--- src/rtl/state_pkg.sv ---
// Shared game-state types consumed by the player controllers.
// move_t is the per-frame movement command produced by the GPIO player link.
package state_pkg;

    typedef enum logic [1:0] {
        MOVE_NONE  = 2'b00,
        MOVE_LEFT  = 2'b01,
        MOVE_RIGHT = 2'b10
    } move_t;

    // Both directions requested at once cancel out rather than favouring a side.
    function automatic move_t decode_move(input logic left, input logic right);
        case ({left, right})
            2'b10:   return MOVE_LEFT;
            2'b01:   return MOVE_RIGHT;
            default: return MOVE_NONE;
        endcase
    endfunction

endpackage

--- src/rtl/gpio_debounce.sv ---
// Two-flop synchroniser and qualify-then-commit glitch filter for one raw GPIO line.
// level/rise/fall change together, FILTER_CYCLES cycles after the synchronised line settles.
module gpio_debounce #(
    parameter int unsigned FILTER_CYCLES = 650,
    parameter int unsigned CNT_W         = 10
) (
    input  logic clk,
    input  logic rst,
    input  logic din,
    output logic level,
    output logic rise,
    output logic fall
);

    typedef enum logic [1:0] {
        LOW,
        QUAL_HIGH,
        HIGH,
        QUAL_LOW
    } filt_state_t;

    // The cycle that enters a QUAL state is already the first stable cycle.
    localparam logic [CNT_W-1:0] CNT_LAST = CNT_W'((FILTER_CYCLES > 1) ? FILTER_CYCLES - 2 : 0);
    localparam logic [CNT_W-1:0] CNT_MAX  = '1;
    localparam bit               SINGLE   = (FILTER_CYCLES == 1);

    logic             sync_p0;
    logic             sync_p1;
    filt_state_t      state_q;
    filt_state_t      state_d;
    logic [CNT_W-1:0] cnt_q;
    logic [CNT_W-1:0] cnt_d;
    logic             rise_d;
    logic             fall_d;

    // Stage p0/p1: metastability guard for the asynchronous pin
    always_ff @(posedge clk or negedge rst) begin
        if (!rst) begin
            sync_p0 <= 1'b0;
            sync_p1 <= 1'b0;
        end else begin
            sync_p0 <= din;
            sync_p1 <= sync_p0;
        end
    end

    // Filter FSM on the synchronised line
    always_comb begin
        state_d = state_q;
        cnt_d   = cnt_q;
        rise_d  = 1'b0;
        fall_d  = 1'b0;
        unique case (state_q)
            LOW: begin
                if (sync_p1) begin
                    if (SINGLE) begin
                        state_d = HIGH;
                        rise_d  = 1'b1;
                    end else begin
                        state_d = QUAL_HIGH;
                        cnt_d   = '0;
                    end
                end
            end
            QUAL_HIGH: begin
                if (!sync_p1) begin
                    state_d = LOW;
                end else if (cnt_q >= CNT_LAST) begin
                    state_d = HIGH;
                    rise_d  = 1'b1;
                end else if (cnt_q != CNT_MAX) begin
                    cnt_d = cnt_q + 1'b1;
                end
            end
            HIGH: begin
                if (!sync_p1) begin
                    if (SINGLE) begin
                        state_d = LOW;
                        fall_d  = 1'b1;
                    end else begin
                        state_d = QUAL_LOW;
                        cnt_d   = '0;
                    end
                end
            end
            QUAL_LOW: begin
                if (sync_p1) begin
                    state_d = HIGH;
                end else if (cnt_q >= CNT_LAST) begin
                    state_d = LOW;
                    fall_d  = 1'b1;
                end else if (cnt_q != CNT_MAX) begin
                    cnt_d = cnt_q + 1'b1;
                end
            end
        endcase
    end

    always_ff @(posedge clk or negedge rst) begin
        if (!rst) begin
            state_q <= LOW;
            cnt_q   <= '0;
            rise    <= 1'b0;
            fall    <= 1'b0;
        end else begin
            state_q <= state_d;
            cnt_q   <= cnt_d;
            rise    <= rise_d;
            fall    <= fall_d;
        end
    end

    assign level = (state_q == HIGH) || (state_q == QUAL_LOW);

endmodule

--- src/rtl/gpio_rx_ctl.sv ---
// Receiver for the inter-board GPIO player link: filters left/right lines and
// latches one movement command per video frame on the vsync rising edge.
module gpio_rx_ctl
    import state_pkg::*;
#(
    parameter int unsigned FILTER_CYCLES = 650,
    parameter int unsigned CNT_W         = 10
) (
    input  logic  clk,
    input  logic  rst,
    input  logic  gpio_left,
    input  logic  gpio_right,
    input  logic  v_tick,
    output logic  left_lvl,
    output logic  right_lvl,
    output logic  left_press,
    output logic  right_press,
    output logic  left_release,
    output logic  right_release,
    output move_t move,
    output logic  frame_strobe
);

    logic v_tick_p0;
    logic v_rise_p1;
    logic sticky_l;
    logic sticky_r;
    logic take_l;
    logic take_r;

    gpio_debounce #(
        .FILTER_CYCLES(FILTER_CYCLES),
        .CNT_W        (CNT_W)
    ) u_left (
        .clk  (clk),
        .rst  (rst),
        .din  (gpio_left),
        .level(left_lvl),
        .rise (left_press),
        .fall (left_release)
    );

    gpio_debounce #(
        .FILTER_CYCLES(FILTER_CYCLES),
        .CNT_W        (CNT_W)
    ) u_right (
        .clk  (clk),
        .rst  (rst),
        .din  (gpio_right),
        .level(right_lvl),
        .rise (right_press),
        .fall (right_release)
    );

    // Stage p0/p1: vsync history and registered rising-edge flag
    always_ff @(posedge clk or negedge rst) begin
        if (!rst) begin
            v_tick_p0 <= 1'b0;
            v_rise_p1 <= 1'b0;
        end else begin
            v_tick_p0 <= v_tick;
            v_rise_p1 <= v_tick & ~v_tick_p0;
        end
    end

    assign take_l = sticky_l | left_lvl | left_press;
    assign take_r = sticky_r | right_lvl | right_press;

    // Stage p2: frame sample; sticky reloads with the live level so a held key spans frames
    always_ff @(posedge clk or negedge rst) begin
        if (!rst) begin
            sticky_l     <= 1'b0;
            sticky_r     <= 1'b0;
            move         <= MOVE_NONE;
            frame_strobe <= 1'b0;
        end else if (v_rise_p1) begin
            sticky_l     <= left_lvl;
            sticky_r     <= right_lvl;
            move         <= decode_move(take_l, take_r);
            frame_strobe <= 1'b1;
        end else begin
            sticky_l     <= take_l;
            sticky_r     <= take_r;
            frame_strobe <= 1'b0;
        end
    end

endmodule

--- config.mk ---
export PLATFORM = sky130hd
export DESIGN_NAME = gpio_rx_ctl
export DESIGN_NICKNAME = d
export VERILOG_FILES = /design/src/rtl/state_pkg.sv /design/src/rtl/gpio_debounce.sv /design/src/rtl/gpio_rx_ctl.sv
export SDC_FILE = /design/constraint.sdc
export NUM_CORES = 1
export LEC_CHECK = 0
export ABC_AREA = 1
export CAP_MARGIN = 40
export CORE_MARGIN = 10
export CORE_UTILIZATION = 55
export DETAILED_ROUTE_END_ITERATION = 7
export PLACE_DENSITY = 0.82
export SYNTH_ARGS = -nofsm -noshare
export SYNTH_HDL_FRONTEND = slang
export SYNTH_SLANG_ARGS = --single-unit
--- constraint.sdc ---
create_clock -name clk -period 3.6 [get_ports clk]
set_input_delay 0.72 -clock clk [delete_from_list [all_inputs] [get_ports clk]]
set_output_delay 0.72 -clock clk [all_outputs]
set_load 0.005 [all_outputs]
==> impl_metrics.csv <==
group,metric,value,unit
routing,wirelength,3.636,mm
grt,via_count_of_the_first_global_routing_pass,1459,
flow_run,max_cap_viol_count,0,
placement,port-buffer-count,13,
timing,max_slew_margin,72.36,%
grt,gr-total-overflow,0,
synthesis,yosysSeqAreaShare,49.30,%
grt,grt_max_degree,25,
critical_path,number_of_cells_on_the_worst_reg_to_reg_path,8,
routing,dr.pass1.iters,5,
clock_tree,clock_path_buffers,2,
critical_path,required,2880,ps
grt,combined_global_route_utilization_of_all_metal_layers,12.22,%
synthesis,ys_seq_elements,39,
critical_path,crit_chain,"clkdlybuf4s50_1",
clock_tree,clk_latency,350,ps
clock_tree,tritoncts.num_buffers,5,
synthesis,syn_inst,248,
die,starting_density_of_the_core,57.95,%
die,core_region_area,0.003416,sq mm
critical_path,critical_path.top_delay_family,"buffers and inverters",
clock_tree,htreeDepth,2,
pwr,leakagePower,1.110,nW
routing,detailedRoute.firstIterationViolations,86,
routing,dr_total_vias,1540,
finish,largest_registers,"u_left.cnt_q: 10 flops, u_right.cnt_q: 10 flops, move: 2 flops",
critical_path,critPathKind,"register to output pin",
synthesis,synthesis.nets,257,
routing,drt-wirelength-per-cell,11.73,um
clock_tree,post_cts_hold_buffer_count,0,
timing,finalHoldViolCount,0,
critical_path,worstReg2RegEnd,"u_left.cnt_q[8]",
timing,timing.clock.skew,13.31,ps
finish,nNetsFinal,272,
synthesis,synth_area_leaders,"sky130_fd_sc_hd__dfrtp_1 49%, sky130_fd_sc_hd__nand2_1 15%, sky130_fd_sc_hd__inv_1 6.6%, sky130_fd_sc_hd__nor2_1 4.2%, sky130_fd_sc_hd__nand3_1 3.8%",
grt,first_pass_grt_wire_length,6.292,mm
synthesis,postSynth.asyncResetShare,100.0,%
timing,fmax,0.4844,GHz
synthesis,yosys.cell_types.count,26,
finish,multiInputGateArea,822.0,sq um
pwr,pwrdens,413.4,mW/mm^2
routing,ant_nets,0,
synthesis,synth_largest_area_cell,"sky130_fd_sc_hd__dfrtp_1",
hold_path,hold_path_class,"primary input to async pin",
synthesis,synth.most_common_cell,"sky130_fd_sc_hd__nand2_1",
synthesis,yosys-top-cells-count,"78 x sky130_fd_sc_hd__nand2_1, 39 x sky130_fd_sc_hd__dfrtp_1, 35 x sky130_fd_sc_hd__inv_1, 22 x sky130_fd_sc_hd__nor2_1, 15 x sky130_fd_sc_hd__nand3_1",
critical_path,worstSetupStartpointType,"register",
grt,antenna_found_initial,0,
synthesis,synthesis.area,0.001979,sq mm
critical_path,reg2reg_from,"u_left.cnt_q[0]",
critical_path,critical_path_slowest_stage_cell,"sky130_fd_sc_hd__clkdlybuf4s50_1",
clock_tree,cts_setup_buffers,0,
outcome,run_status,"finished clean",
critical_path,slowest_delay,540,ps
timing,rsz0062_at_grt,"no",
finish,non_filler_cells_final,310,
critical_path,ff2ff_setup_slack,2100,ps
routing,route.detailed.drc,0,
finish,seqCellArea,975.9,sq um
clock_tree,ctsResizeCount,0,
die,die_area,0.006398,sq mm
die,ioPinCount,14,
clock_tree,cts_sinks,39,
synthesis,dominantRegCellSynth,"sky130_fd_sc_hd__dfrtp_1",
timing,slew_viol_final,0,
timing,tightest_slew,414.7,ps
critical_path,setup.worst_path.end_class,"output pin",
timing,fin_crit_sh,57.35,%
timing,setup_violations,0,
clock_tree,ctsRootBufferMaster,"sky130_fd_sc_hd__clkbuf_4",
die,floorplan.rows,21,
timing,timing.setup.tns,0,ps
synthesis,number_of_flops_mapped_to_enable_cells_by_yosys,0,
synthesis,synth_area_per_cell,7.981,sq um
placement,gp_congestion,0.8213,
placement,placedCellCount,302,
finish,final_layout_size_suffix_gt1_share,6.439,%
die,die_h,79.99,um
critical_path,arrival,1340,ps
clock_tree,cts_tree,"yes",
synthesis,synth_largest_type_area_fraction,49.30,%
finish,antennaDiodeCount,0,
critical_path,critPathMaxFanout,5,
finish,area_growth_syn_to_layout,13.21,%
routing,drt-vias-per-instance,4.968,
clock_tree,clk_transition_reported_paths,120,ps
finish,final.fill_count,273,
timing,final_period_minus_worst_setup_slack,2064,ps
die,x_dimension_of_the_die,79.99,um
synthesis,ys_warn_count,0,
placement,dp_hpwl,2.635,mm
critical_path,cp_num_buf_inv,1,
pwr,worst_ir_drop_vdd,0.2795,mV
==> metal layers <==
layer | vias to the layer above | track usage, % | routed length (um)
li1 | 802 | - | -
met1 | 698 | 14.44 | 1700
met2 | 36 | 19.42 | 1651
met3 | 4 | 5.068 | 246
met4 | 0 | 4.401 | 38
met5 | - | 0 | 0
==> through the flow <==
step | utilization (%) | power, mW | hold WS (ps) | setup WS [ps] | area (sq um)
global route | 65.60 | 0.9714 | 291.1 | 1461 | 2241
global placement | 61.83 | 0.5633 | 334.5 | 1930 | 2112
CTS | 65.60 | 0.9315 | 299.4 | 1522 | 2241
detailed placement | 62.64 | 0.5732 | 336.3 | 1917 | 2140
floorplan | - | 0.5418 | 331.2 | 2351 | 1979
finish | 65.60 | 0.9264 | 284.3 | 1536 | 2241
==> layout by cell type (no fill, tap or decap), types with 3 or more instances in the layout <==
cell type,count
sky130_fd_sc_hd__nand2_2,3
sky130_fd_sc_hd__nand3_1,15
sky130_fd_sc_hd__nand2_1,78
sky130_fd_sc_hd__xnor2_1,3
sky130_fd_sc_hd__a21oi_1,3
sky130_fd_sc_hd__inv_1,35
sky130_fd_sc_hd__o21ai_0,11
sky130_fd_sc_hd__xor2_1,3
sky130_fd_sc_hd__dfrtp_1,39
sky130_fd_sc_hd__clkdlybuf4s50_1,12
sky130_fd_sc_hd__ha_1,4
sky130_fd_sc_hd__clkbuf_4,5
sky130_fd_sc_hd__nor2_1,22
sky130_fd_sc_hd__o21ai_1,5
sky130_fd_sc_hd__nor3_1,3
sky130_fd_sc_hd__nand4_1,8
==> how the worst max path moves through the flow <==
| stage | start | end | slack (ps) | cells past startpoint |
|---|---|---|---|---|
| final | register | right_lvl | 1540 | 1 |
| after global routing | register | right_lvl | 1460 | 1 |
| after CTS | register | right_lvl | 1520 | 1 |
| after detailed placement | register | right_lvl | 1920 | 1 |
| after global placement | register | right_lvl | 1930 | 1 |
| after floorplan | register | right_lvl | 2350 | 1 |
==> power breakdown <==
group / total, mW / internal (mW) / switching [mW]
sequential: 0.486 / 0.458 / 0.0284
combinational: 0.0786 / 0.0297 / 0.0490
clock: 0.362 / 0.217 / 0.145
==> final cells by class <==
type	count	area share, %
clock buffer	6	1.843
clock inverter	2	2.680
inverter	35	5.863
multi-input combinational	168	36.68
sequential	39	43.55
tap	46	2.568
timing repair buffer	14	6.812
==> cells by family after synthesis <==
| kind of cell | share of synthesized area [%] |
|---|---|
| simple gates | 27.94 |
| buf+inv | 9.165 |
| xor+xnor | 3.477 |
| flops | 49.30 |
| compound gates | 7.585 |
| fa+ha+maj | 2.529 |
Note: power is estimated with default switching activity, not from simulation.
